File: src/rtl/sdram_pkg.sv
// sdram_pkg: definitions shared by the SDRAM frame-buffer engines (reader, writer,
// refresh, arbiter).
//   CMD_*      4-bit SDRAM commands, encoded as {CS_N,RAS_N,CAS_N,WE_N}
//   state_t    burst engine state codes
//   A10_BIT    address bit that carries auto-precharge / precharge-all
//   clog2_min1 counter width helper that never returns 0
package sdram_pkg;

   localparam logic [3:0] CMD_NOP       = 4'b0111;
   localparam logic [3:0] CMD_ACT       = 4'b0011;
   localparam logic [3:0] CMD_WRITE     = 4'b0100;
   localparam logic [3:0] CMD_PRECHARGE = 4'b0010;

   localparam int A10_BIT = 10;

   typedef enum logic [2:0] {
      S_IDLE,
      S_WREQ,
      S_ACTROW,
      S_WRITE,
      S_PRECH
   } state_t;

   function automatic int clog2_min1(input int n);
      return (n <= 2) ? 1 : $clog2(n);
   endfunction

endpackage

File: src/rtl/sdram_wr_addr_gen.sv
// sdram_wr_addr_gen: beat, column, row and bank bookkeeping for the burst writer.
//   clk, rst_n  clock, synchronous active-low reset
//   beat_en     high on every WRITE-state beat
//   col         column of the burst in progress
//   next_col    column the next burst will use (already advanced on a burst's last beat)
//   row, bank   current row and ping-pong bank (bank toggles 00<->11 per frame)
//   burst_last  current beat is the final beat of the burst
//   row_end     current burst is the last one of its row
//   frame_end   current burst is the last one of the frame
module sdram_wr_addr_gen
   import sdram_pkg::*;
#(
   parameter int COL_DEPTH    = 256,
   parameter int ROW_DEPTH    = 2,
   parameter int BURST_LENGTH = 4,
   localparam int CW = clog2_min1(COL_DEPTH),
   localparam int RW = clog2_min1(ROW_DEPTH),
   localparam int BW = clog2_min1(BURST_LENGTH)
) (
   input  logic          clk,
   input  logic          rst_n,
   input  logic          beat_en,
   output logic [CW-1:0] col,
   output logic [CW-1:0] next_col,
   output logic [RW-1:0] row,
   output logic [1:0]    bank,
   output logic          burst_last,
   output logic          row_end,
   output logic          frame_end
);

   logic [BW-1:0] beat;
   logic          adv;

   assign burst_last = (beat == BW'(BURST_LENGTH - 1));
   assign row_end    = (col == CW'(COL_DEPTH - BURST_LENGTH));
   assign frame_end  = row_end && (row == RW'(ROW_DEPTH - 1));
   assign adv        = beat_en && burst_last;

   // Exposed combinationally so the top can register the next WRITE address
   // on the same edge that the column advances.
   always_comb begin
      next_col = col;
      if (adv) next_col = row_end ? '0 : col + CW'(BURST_LENGTH);
   end

   always_ff @(posedge clk) begin
      if (!rst_n) begin
         beat <= '0;
         col  <= '0;
         row  <= '0;
         bank <= 2'b00;
      end else begin
         if (beat_en) beat <= burst_last ? '0 : beat + BW'(1);
         col <= next_col;
         if (adv && row_end) begin
            if (frame_end) begin
               row  <= '0;
               bank <= ~bank;
            end else begin
               row <= row + RW'(1);
            end
         end
      end
   end

endmodule

File: src/rtl/sdram_burst_writer.sv
// sdram_burst_writer: drains the write FIFO into SDRAM as ACT / WRITE-burst /
// PRECHARGE sequences, row by row, flipping the ping-pong bank every frame.
//   clk, rst_n     clock, synchronous active-low reset
//   wr_trig        start request, only looked at in IDLE
//   wr_en          arbiter grant;  wr_rq: bus request (high exactly in WREQ)
//   ref_rq         refresh pending, honoured at the next burst boundary
//   wr_end_flag    one-cycle pulse when the bus is handed back
//   wr_cmd         {CS_N,RAS_N,CAS_N,WE_N};  wr_addr / wr_bank_addr: address, bank
//   wr_dq, wr_dq_oe   write data and its output enable
//   wfifo_rd_en    FIFO pop, one cycle ahead of each beat (FIFO has 1-cycle latency)
//   wfifo_rd_data  FIFO read data
// Build option SDRAM_WR_AUTOPRE_EN: the last WRITE before PRECH carries A10=1 and
// the PRECH state issues only NOPs.
module sdram_burst_writer
   import sdram_pkg::*;
#(
   parameter int DATA_WIDTH   = 16,
   parameter int ADDR_WIDTH   = 12,
   parameter int ROW_DEPTH    = 2,
   parameter int COL_DEPTH    = 256,
   parameter int BURST_LENGTH = 4,
   parameter int ACT_DEPTH    = 4,
   parameter int PRE_DEPTH    = 4
) (
   input  logic                  clk,
   input  logic                  rst_n,
   input  logic                  wr_trig,
   input  logic                  wr_en,
   input  logic                  ref_rq,
   output logic                  wr_rq,
   output logic                  wr_end_flag,
   output logic [3:0]            wr_cmd,
   output logic [ADDR_WIDTH-1:0] wr_addr,
   output logic [1:0]            wr_bank_addr,
   output logic [DATA_WIDTH-1:0] wr_dq,
   output logic                  wr_dq_oe,
   output logic                  wfifo_rd_en,
   input  logic [DATA_WIDTH-1:0] wfifo_rd_data
);

   localparam int CW    = clog2_min1(COL_DEPTH);
   localparam int RW    = clog2_min1(ROW_DEPTH);
   localparam int CNT_W = clog2_min1((ACT_DEPTH > PRE_DEPTH) ? ACT_DEPTH : PRE_DEPTH);
   localparam logic [ADDR_WIDTH-1:0] A10_ALL = ADDR_WIDTH'(1) << A10_BIT;

   state_t                  state, next_state, prech_exit;
   logic [CNT_W-1:0]        cnt;
   logic [CW-1:0]           col, next_col;
   logic [RW-1:0]           row;
   logic [1:0]              bank;
   logic                    burst_last, row_end, frame_end;
   logic                    ref_stop, wr_a10;
   logic                    act_start, wr_start, pre_start;
   logic [ADDR_WIDTH-1:0]   wr_col_addr;

   sdram_wr_addr_gen #(
      .COL_DEPTH    (COL_DEPTH),
      .ROW_DEPTH    (ROW_DEPTH),
      .BURST_LENGTH (BURST_LENGTH)
   ) u_addr_gen (
      .clk        (clk),
      .rst_n      (rst_n),
      .beat_en    (state == S_WRITE),
      .col        (col),
      .next_col   (next_col),
      .row        (row),
      .bank       (bank),
      .burst_last (burst_last),
      .row_end    (row_end),
      .frame_end  (frame_end)
   );

   assign act_start = (next_state == S_ACTROW) && (state != S_ACTROW);
   assign wr_start  = (next_state == S_WRITE) && ((state != S_WRITE) || burst_last);
   assign pre_start = (next_state == S_PRECH) && (state != S_PRECH);

`ifdef SDRAM_WR_AUTOPRE_EN
   localparam logic [3:0]            PRE_CMD  = CMD_NOP;
   localparam logic [ADDR_WIDTH-1:0] PRE_ADDR = '0;
   logic ref_latched;
   // A10 commits the burst to auto-precharge when it is issued, so the refresh
   // decision is frozen at that moment instead of at the burst end.
   assign wr_a10   = ref_rq || (next_col == CW'(COL_DEPTH - BURST_LENGTH));
   assign ref_stop = ref_latched;
   always_ff @(posedge clk) begin
      if (!rst_n)        ref_latched <= 1'b0;
      else if (wr_start) ref_latched <= ref_rq;
   end
`else
   localparam logic [3:0]            PRE_CMD  = CMD_PRECHARGE;
   localparam logic [ADDR_WIDTH-1:0] PRE_ADDR = A10_ALL;
   assign wr_a10   = 1'b0;
   assign ref_stop = ref_rq;
`endif

   always_comb begin
      wr_col_addr              = '0;
      wr_col_addr[CW-1:0]      = next_col;
      wr_col_addr[A10_BIT]     = wr_a10;
   end

   // State register, per-state cycle counter and remembered PRECH exit.
   always_ff @(posedge clk) begin
      if (!rst_n) begin
         state      <= S_IDLE;
         cnt        <= '0;
         prech_exit <= S_IDLE;
      end else begin
         state <= next_state;
         cnt   <= (next_state != state) ? '0 : cnt + CNT_W'(1);
         if (state == S_WRITE && next_state == S_PRECH)
            prech_exit <= frame_end ? S_IDLE : (ref_stop ? S_WREQ : S_ACTROW);
      end
   end

   always_comb begin
      next_state = state;
      case (state)
         S_IDLE:   if (wr_trig) next_state = S_WREQ;
         S_WREQ:   if (wr_en) next_state = S_ACTROW;
         S_ACTROW: if (cnt == CNT_W'(ACT_DEPTH - 1)) next_state = S_WRITE;
         // Exits only at a burst boundary; bursts are never cut short.
         S_WRITE:  if (burst_last && (frame_end || ref_stop || row_end)) next_state = S_PRECH;
         S_PRECH:  if (cnt == CNT_W'(PRE_DEPTH - 1)) next_state = prech_exit;
         default:  next_state = S_IDLE;
      endcase
   end

   always_comb begin
      wr_rq       = (state == S_WREQ);
      wr_dq_oe    = (state == S_WRITE);
      wfifo_rd_en = rst_n && (next_state == S_WRITE);
      wr_end_flag = (state == S_PRECH) && (cnt == CNT_W'(PRE_DEPTH - 1)) &&
                    (prech_exit != S_ACTROW);
   end

   // Commands are registered from next_state so they line up with the state entry.
   always_ff @(posedge clk) begin
      if (!rst_n) begin
         wr_cmd  <= CMD_NOP;
         wr_addr <= '0;
      end else begin
         wr_cmd  <= CMD_NOP;
         wr_addr <= '0;
         if (act_start) begin
            wr_cmd  <= CMD_ACT;
            wr_addr <= ADDR_WIDTH'(row);
         end else if (wr_start) begin
            wr_cmd  <= CMD_WRITE;
            wr_addr <= wr_col_addr;
         end else if (pre_start) begin
            wr_cmd  <= PRE_CMD;
            wr_addr <= PRE_ADDR;
         end
      end
   end

   assign wr_dq        = wfifo_rd_data;
   assign wr_bank_addr = bank;

endmodule

File: config.mk
export PLATFORM = sky130hd
export DESIGN_NAME = sdram_burst_writer
export DESIGN_NICKNAME = d
export VERILOG_FILES = /design/src/rtl/sdram_pkg.sv /design/src/rtl/sdram_wr_addr_gen.sv /design/src/rtl/sdram_burst_writer.sv
export SDC_FILE = /design/constraint.sdc
export NUM_CORES = 1
export LEC_CHECK = 0
export CAP_MARGIN = 0
export CELL_PAD_IN_SITES_DETAIL_PLACEMENT = 1
export CELL_PAD_IN_SITES_GLOBAL_PLACEMENT = 1
export CORE_ASPECT_RATIO = 1.25
export CORE_MARGIN = 2
export CORE_UTILIZATION = 37
export DETAILED_ROUTE_END_ITERATION = 8
export DONT_BUFFER_PORTS = 1
export PLACE_DENSITY_LB_ADDON = 0.15
export SLEW_MARGIN = 20
export SYNTH_ARGS = -nofsm -noshare
export SYNTH_HDL_FRONTEND = slang
export SYNTH_SLANG_ARGS = --single-unit
File: constraint.sdc
create_clock -name clk -period 1.8 [get_ports clk]
set_clock_uncertainty 0.1 [all_clocks]
set_input_delay 0.27 -clock clk [delete_from_list [all_inputs] [get_ports clk]]
set_output_delay 0.27 -clock clk [all_outputs]
set_load 0.02 [all_outputs]
# After elaboration in Yosys (flattened, before gate mapping)
# Index checks and enable logic that the tools add are counted.
# Widths: inputs -> output; s select.
word_totals:
  regBits: 36
classes:
  addsub: 4
  eq_ne: 15
  muxes: 18
  bitwise: 2
  n_reduce_logical: 19
ops:
  columns: ["cell", "n"]
  rows:
  - ["$mux 3", 8]
  - ["$mux 8", 3]
  - ["$pmux 3 s5", 1]
  - ["$eq 3x2->1 const B", 4]
  - ["$logic_and 1x1->1", 11]
  - ["$mux 11", 1]
  - ["$ne 3x2->1 const B", 3]
  - ["$add 8x3->8 const B", 1]
  - ["$eq 8x8->1 const B", 1]
  - ["$eq 3x3->1 const B", 2]
  - ["$mux 2", 3]
  - ["$add 2x1->2 const B", 2]
  - ["$eq 2x2->1 const B", 2]
  - ["$reduce_or 2->1", 2]
  - ["$eq 3x1->1 const B", 1]
  - ["$logic_not 3->1", 1]
  - ["$logic_or 1x1->1", 3]
  - ["$ne 3x3->1", 1]
  - ["$ne 3x3->1 const B", 1]
  - ["$reduce_or 3->1", 1]
  - ["$mux 1", 2]
  - ["$not 2->2", 1]
  - ["$reduce_and 2->1", 1]
  - ["$add 1x1->1 const B", 1]
  - ["$not 1->1", 1]

# Logic depth before layout (Yosys ltp)
# Gate-level depths: netlist of run 1.
depth:
  word_depth: 12
  ltp_mapped: 7
  depth_no_buf: 6

# Hierarchy
# A second synthesis of run 1 with hierarchy kept.
unflattened:
  cells_unflattened: 178
  hier_area_um2: 1660.3
modules_own_cells:
  columns: ["module", "n_inst", "cells_per_inst", "area_per_inst_um2", "seq_area_each_um2"]
  rows:
  - ["sdram_burst_writer", 1, 107, 1023.5, 380.4]
  - ["sdram_wr_addr_gen", 1, 71, 636.9, 260.2]

# Worst setup path before layout of run 1
# No wires, ideal clock.
synth_path:
  path_kind: "flip-flop to output port"
  start: "reg state[2]"
  end: "out wfifo_rd_en"
  t_arrival_ps: 1483
  setup_slack_ps: -53
  stages_incl_launch_ff: 6
  cell_sequence: "dfxtp_1 buf_2 nand3b_2 or2_2 o31a_2 a21oi_1"
synth_via:
  elab_chain_len: 4
  word_cells_on_any_way: 13
synth_lines:
  columns: ["element", "line", "source"]
  rows:
  - ["start, declared", "sdram_burst_writer.sv:46", "state_t state, next_state, prech_exit;"]
  - ["start signal, assigned", "sdram_burst_writer.sv:109", "state <= next_state;"]
  - ["$eq 3x3->1 (tied with other cells)", "sdram_burst_writer.sv:118", "case (state)"]
  - ["$pmux 3 s5 (*)", "sdram_burst_writer.sv:118", null]
  - ["$eq 3x2->1 (*)", "sdram_burst_writer.sv:132", "wfifo_rd_en = rst_n && (next_state == S_WRITE);"]
  - ["$logic_and 1x1->1 (*)", "sdram_burst_writer.sv:132", null]
  - ["end, declared", "sdram_burst_writer.sv:37", "output logic wfifo_rd_en,"]
# Mark *: on every way between the ends. The rest lies on a longest branch, timed or not.

# Worst setup path in the final report of run 1
layout_path:
  start: "reg state[0]"
  end: "out wfifo_rd_en"
# Same word-level chain as after synthesis.

==> results of run 1 <==
timing repair:
action,in CTS,in global routing
hold endpoints to repair,4,0
pin swaps,5,7
endpoints found under the setup margin,12,12
resized for setup,21,15
hold buffers,1,0
buffers inserted,4,2
flip-flops by register name, indices dropped and copies added, names as in the netlist:
register and cells:
cnt 2, prech_exit 2, state 3, u_addr_gen.bank 2, u_addr_gen.beat 2, u_addr_gen.col 8
u_addr_gen.row 1, wr_addr 9, wr_cmd 3
per-layer routing:
layer	wire length, um	GRT usage [%]
met1	1380	17.49
met2	1897	28.23
met3	186	7.301
met4	53	5.745
met5	0	0
critical path, cell delays in order, from the launching register on:
cell,delay [ns]
dfxtp_4,0.37
or3b_4,0.40
a21oi_4,0.15
o22ai_2,0.11
a21oi_4,0.23
cell usage in the layout (no fill, tap or decap), drive strengths merged, types with 2 or more instances in the layout:
cell	n
and3	3
mux2i	4
xnor2	3
nor3	7
dfxtp	32
nor2b	3
buf	19
a21oi	13
nand2b	4
nand3	2
nor2	16
or3	3
and2	2
xor2	4
o21ai	5
conb	4
nand2	15
inv	4
nand4b	4
ha	3
nand4	2
nor4	2
clkbuf	5
nand3b	2
power by group:
| part | switching [mW] | internal (mW) |
|---|---|---|
| sequential | 0.0258 | 0.722 |
| combinational | 0.107 | 0.0938 |
| clock | 0.270 | 0.409 |
| total | 0.403 | 1.23 |
kinds of logic after synthesis:
family,count (synthesis)
flops,32
buf+inv,30
compound gates,22
other cells,1
mux,4
simple gates,70
fa+ha+maj,3
xor+xnor,7
area by class of cell:
| class | count | area [um2] |
|---|---|---|
| clock buffers | 5 | 68.82 |
| clock inverters | 3 | 42.54 |
| fillers | 471 | 2201 |
| inverters | 4 | 15.01 |
| multi-input cells | 110 | 838.3 |
| flip-flops and latches | 32 | 661.9 |
| well taps | 56 | 70.07 |
| repair buffers | 20 | 168.9 |
stage by stage:
step                      std cells  utilization (%)  power [mW]
after CTS                       228            43.66       1.637
after detailed placement        217            38.52      0.9169
after global placement          217            38.52      0.9098
final                           230            45.88       1.628
after floorplan                 172                -      0.9276
after global routing            230            45.88       1.716
path summary, 6_finish.rpt:
| check | start | endpoint | slack (ns) | cells after the start |
|---|---|---|---|---|
| setup / recovery | state[0] | wfifo_rd_en | -0.1 | 4 |
| hold / removal | rst_n | u_addr_gen.col[0] | 0.01 | 1 |
| setup reg to reg | state[0] | wr_cmd[1] | 0.05 | 7 |
| hold reg to reg | u_addr_gen.beat[1] | u_addr_gen.beat[1] | 0.37 | 2 |
==> summary.txt, run 1 <==
Drt
  – DR iter-0 viols: 25
  – Post-route ant nets: 0
  – DR DRC count: 0
  – Final wirelength: 3.518 mm
  – Routed wire per std cell: 15.30 um
  – Pre-antenna DRT Iters: 3
  – Vias: 1,154
  – Via-to-Cell Ratio: 5.017

Die
  – Total core area: 4066 um2
  – Chip Width: 61.97 um
  – I/O Pins: 59
  – Die ar.: 4738 um2
  – Initial Utilization: 38.22%
  – Die height: 76.46 um
  – Site Rows: 26

Timing
  – Min cycle time layout: 1.898 ns
  – Crit share post-route: 105.5%
  – Hold_ws: 0.01307 ns
  – Max frequency: 526.8 MHz
  – Final setup margin: -0.09815 ns
  – Worst-Margin Slew: 0.5670 ns
  – Max-slew violation count: 0
  – Final setup fails: 1
  – Final Hold Vio Count: 0
  – Total negative slack: -0.09815 ns
  – Max-slew headroom: 62.16%
  – RSZ-0062 raised after global routing: yes

Final layout
  – Nets: 197
  – Share of layout cells above drive strength 1: 36.78%
  – Area Overhead vs Synth: 20.05%
  – N_diodes: 0
  – Finished Cell Area: 1866 um2

Logic synthesis
  – Mean post-synth cell area: 9.195 um2
  – Unique masters post-synth: 44
  – Post-synthesis sequential area ratio: 41.22%
  – Async SR Flop Fraction: 0%
  – Synth Register Bits: 32
  – Ys flop type: dfxtp_1
  – Synth Cell Area: 1554 um2
  – Synthesis Warnings: 0
  – Largest family of logic cells by synthesized area: simple AND/OR/NAND/NOR gates
  – Synth area leader: dfxtp_1
  – Compound-Gate Fraction of Synth Area: 9.259%
  – EDFF count, synth: 0
  – Count leader, synth: dfxtp_1
  – Proportion of synthesized area in mux cells: 2.576%
  – Leading post-synthesis cells by cell area: dfxtp_1, buf_4, nor2_1
  – Post-Synthesis Cells: 169
  – Post-synth top area share: 41.22%
  – Synth cell count leaders: dfxtp_1, buf_4, nor2_1
  – Adder-cell share of the synthesized area: 2.415%
  – Synth Area in Simple Gates: 27.46%
  – XOR/XNOR Fraction of Synth Area: 3.945%

Clock network
  – Clock Tree Buf Depth: 2
  – CTS tree: yes
  – H-Tree Level Count: 2
  – Clk sink count: 32
  – Total CTS buffers: 5
  – Clk root buf: clkbuf_8
  – CTS clk-pin slew, worst paths: 0.07 ns
  – Later-pin clock latency in the skew report: 0.28 ns

Critical path
  – WP data required: 1.43 ns
  – Crit path kind: flip-flop to output port
  – Nature of the critical path endpoint: output port
  – Crit-path max FO: 6
  – CP startpoint kind: flip-flop
  – Critical path arrival: 1.53 ns

Power
  – PD cells: 872.8 nW/um2
  – Worst VDD drop: 0.5519 mV
  – Leakage: 0.7591 nW

Place
  – Dpl hpwl: 2.567 mm
  – Setup slack after placement: -0.01327 ns
  – RePlAce Congestion: 0.7888
  – Buffers on Ports: 0
  – Area post-placement: 1567 um2

Global routing
  – First-pass GRT wire length: 5.830 mm
  – Largest net degree at the start of global routing: 16
  – Vias in the first global route: 1,202
  – Total Routing Usage GR: 16.65%
  – Initial antenna violation count: 0
  – Gr ovfl total: 0

Outcome
  – Outcome: finished with violations
  – Failing checks: negative setup slack

Worst hold path
  – Min-delay worst type: input pin to flip-flop

Run
  – Max-cap violations: 0
No activity file was read; power rests on OpenSTA's default activity.
==> run 2: changes to the inputs <==
--- a/config.mk
+++ b/config.mk
@@ -13,7 +13,9 @@
 export CORE_UTILIZATION = 37
 export DETAILED_ROUTE_END_ITERATION = 8
 export DONT_BUFFER_PORTS = 1
+export GPL_TIMING_DRIVEN = 0
 export PLACE_DENSITY_LB_ADDON = 0.15
+export SETUP_SLACK_MARGIN = 0.2
 export SLEW_MARGIN = 20
 export SYNTH_ARGS = -nofsm -noshare
 export SYNTH_HDL_FRONTEND = slang
==> summary.txt, run 2 (synthesis results as in run 1) <==
Die
  – Die height: 76.46 um
  – Chip Width: 61.97 um
  – Initial Utilization: 38.22%
  – Site Rows: 26
  – I/O Pins: 59
  – Total core area: 4066 um2
  – Die ar.: 4738 um2

Place
  – Buffers on Ports: 0
  – Placed insts: 228
  – Setup slack after placement: -0.1460 ns
  – RePlAce Congestion: 0.8450
  – Dpl hpwl: 2.829 mm

Drt
  – Post-route ant nets: 0
  – Top layer in use: met4
  – Via-to-Cell Ratio: 4.963
  – DR DRC count: 0
  – Vias: 1,340
  – M1 WL: 1.670 mm
  – Met3 WL: 137 um
  – Final wirelength: 4.537 mm
  – Routed wire per std cell: 16.80 um
  – Pre-antenna DRT Iters: 4
  – DR iter-0 viols: 37
  – Met2 wire length: 2.664 mm

Power
  – Int Power: 1.269 mW
  – Clock network fraction of total power: 39.6%
  – Leakage: 1.005 nW
  – Sequential share of power: 43.3%
  – Worst VDD drop: 0.5131 mV
  – Share of total power in combinational logic: 17.1%
  – Switching part of the total power: 26.29%
  – Sw Pwr: 0.4527 mW
  – PD cells: 723.6 nW/um2
  – Total power: 1.722 mW

Clock network
  – Clk root buf: clkbuf_8
  – Clk sink count: 32
  – Later-pin clock latency in the skew report: 0.29 ns
  – CTS tree: yes
  – H-Tree Level Count: 2
  – Clock Tree Buf Depth: 2
  – CTS clk-pin slew, worst paths: 0.06 ns
  – Total CTS buffers: 5

Critical path
  – Nature of the critical path endpoint: output port
  – Critical path arrival: 1.51 ns
  – R2R Setup Slk: 0.06 ns
  – Worst setup startpoint: state[0]
  – Worst r2r dst: wr_cmd[1]
  – Crit-path max FO: 4
  – Reg2reg start: cnt[0]
  – WP data required: 1.43 ns
  – CP startpoint kind: flip-flop
  – Crit path kind: flip-flop to output port
  – R2r worst-path depth: 8

Timing
  – RSZ-0062 raised after global routing: yes
  – Hold_ws: 0.03039 ns
  – Total negative slack: -0.08449 ns
  – Max-slew headroom: 59.42%
  – Max-slew violation count: 0
  – Final Hold Vio Count: 0
  – Final setup fails: 1
  – Final setup margin: -0.08449 ns
  – Crit share post-route: 104.7%
  – Worst-Margin Slew: 0.6087 ns
  – Min cycle time layout: 1.884 ns
  – Max frequency: 530.6 MHz

Global routing
  – Largest net degree at the start of global routing: 11
  – Vias in the first global route: 1,396
  – Gr ovfl total: 0
  – Initial antenna violation count: 0
  – First-pass GRT wire length: 6.913 mm
  – Total Routing Usage GR: 19.70%

Run
  – Max-cap violations: 0

Final layout
  – Nets: 237
  – Most common cell after layout, fill and taps aside: buf_4
  – Area Overhead vs Synth: 53.14%
  – N_diodes: 0
  – Commonest non-fill, non-tap cells in the layout: buf_4, dfxtp_1, nor2_1
  – Biggest regs: wr_addr x9, u_addr_gen.col x8
  – Share of layout cells above drive strength 1: 57.94%
  – Most flops, register: wr_addr
  – Post-Layout Cell Count: 270
  – Largest register FFs: 9

Outcome
  – Failing checks: negative setup slack
  – Outcome: finished with violations

Worst hold path
  – Hold Startpoint: rst_n
  – Hold Path Sink: u_addr_gen.col[1]
  – Min-delay worst type: input pin to flip-flop
  – Hold Path Depth: 1
## run 2: cell count changes in the layout (fill, tap and decap cells not counted), sizes merged
cell    previous run  this run
clkbuf             5         7
buf               19        58
inv                4         3
## run 2: power by group through the flow
stage / sequential (mW) / combinational (mW) / clock (mW)
after global routing: 0.748 / 0.313 / 0.721
after CTS: 0.745 / 0.263 / 0.695
after floorplan: 0.755 / 0.177 / 0
after detailed placement: 0.760 / 0.206 / 0
final: 0.746 / 0.294 / 0.682
after global placement: 0.758 / 0.201 / 0
## run 2: worst max-delay path by stage
stage	endpoint	depth (start not counted)
floorplan	wr_end_flag	3
global route	wfifo_rd_en	5
finish	wfifo_rd_en	4
global placement	wr_end_flag	3
detailed placement	wr_end_flag	3
CTS	wfifo_rd_en	4
## run 2: area by class of cell
type	count	area, um2
timing repair buffer	34	320.3
multi-input combinational	110	996.0
clock buffer	6	72.57
inverter	4	18.77
tap	56	70.07
buffer	26	203.9
sequential	32	663.1
fill	442	1687
clock inverter	2	35.03
## run 2: what timing repair did
item | in CTS | in global routing
hold buffers | 1 | 0
gates cloned | 0 | 0
endpoints found under the hold margin | 4 | 0
gates resized for setup | 50 | 31
endpoints found under the setup margin | 30 | 30
buffers inserted | 21 | 12
pin swaps | 18 | 27
## run 2: stage by stage
stage | area (um2) | util, %
6_report | 2380 | 58.52
5_1_grt | 2380 | 58.52
4_1_cts | 2162 | 53.17
3_5_place_dp | 1659 | 40.80
3_3_place_gp | 1659 | 40.80
2_1_floorplan | 1589 | -
## run 2: critical path, stage by stage, from the launching register on
cell and delay [ns]:
dfxtp_4 0.37, or3b_1 0.36, a21oi_2 0.18, o22ai_2 0.12, a21oi_4 0.20
## run 2: layer usage
| metal | up-vias | global-route usage, % |
|---|---|---|
| li1 | 635 | - |
| met1 | 675 | 20.21 |
| met2 | 23 | 36.56 |
| met3 | 7 | 5.093 |
| met4 | 0 | 5.745 |
| met5 | - | 0 |
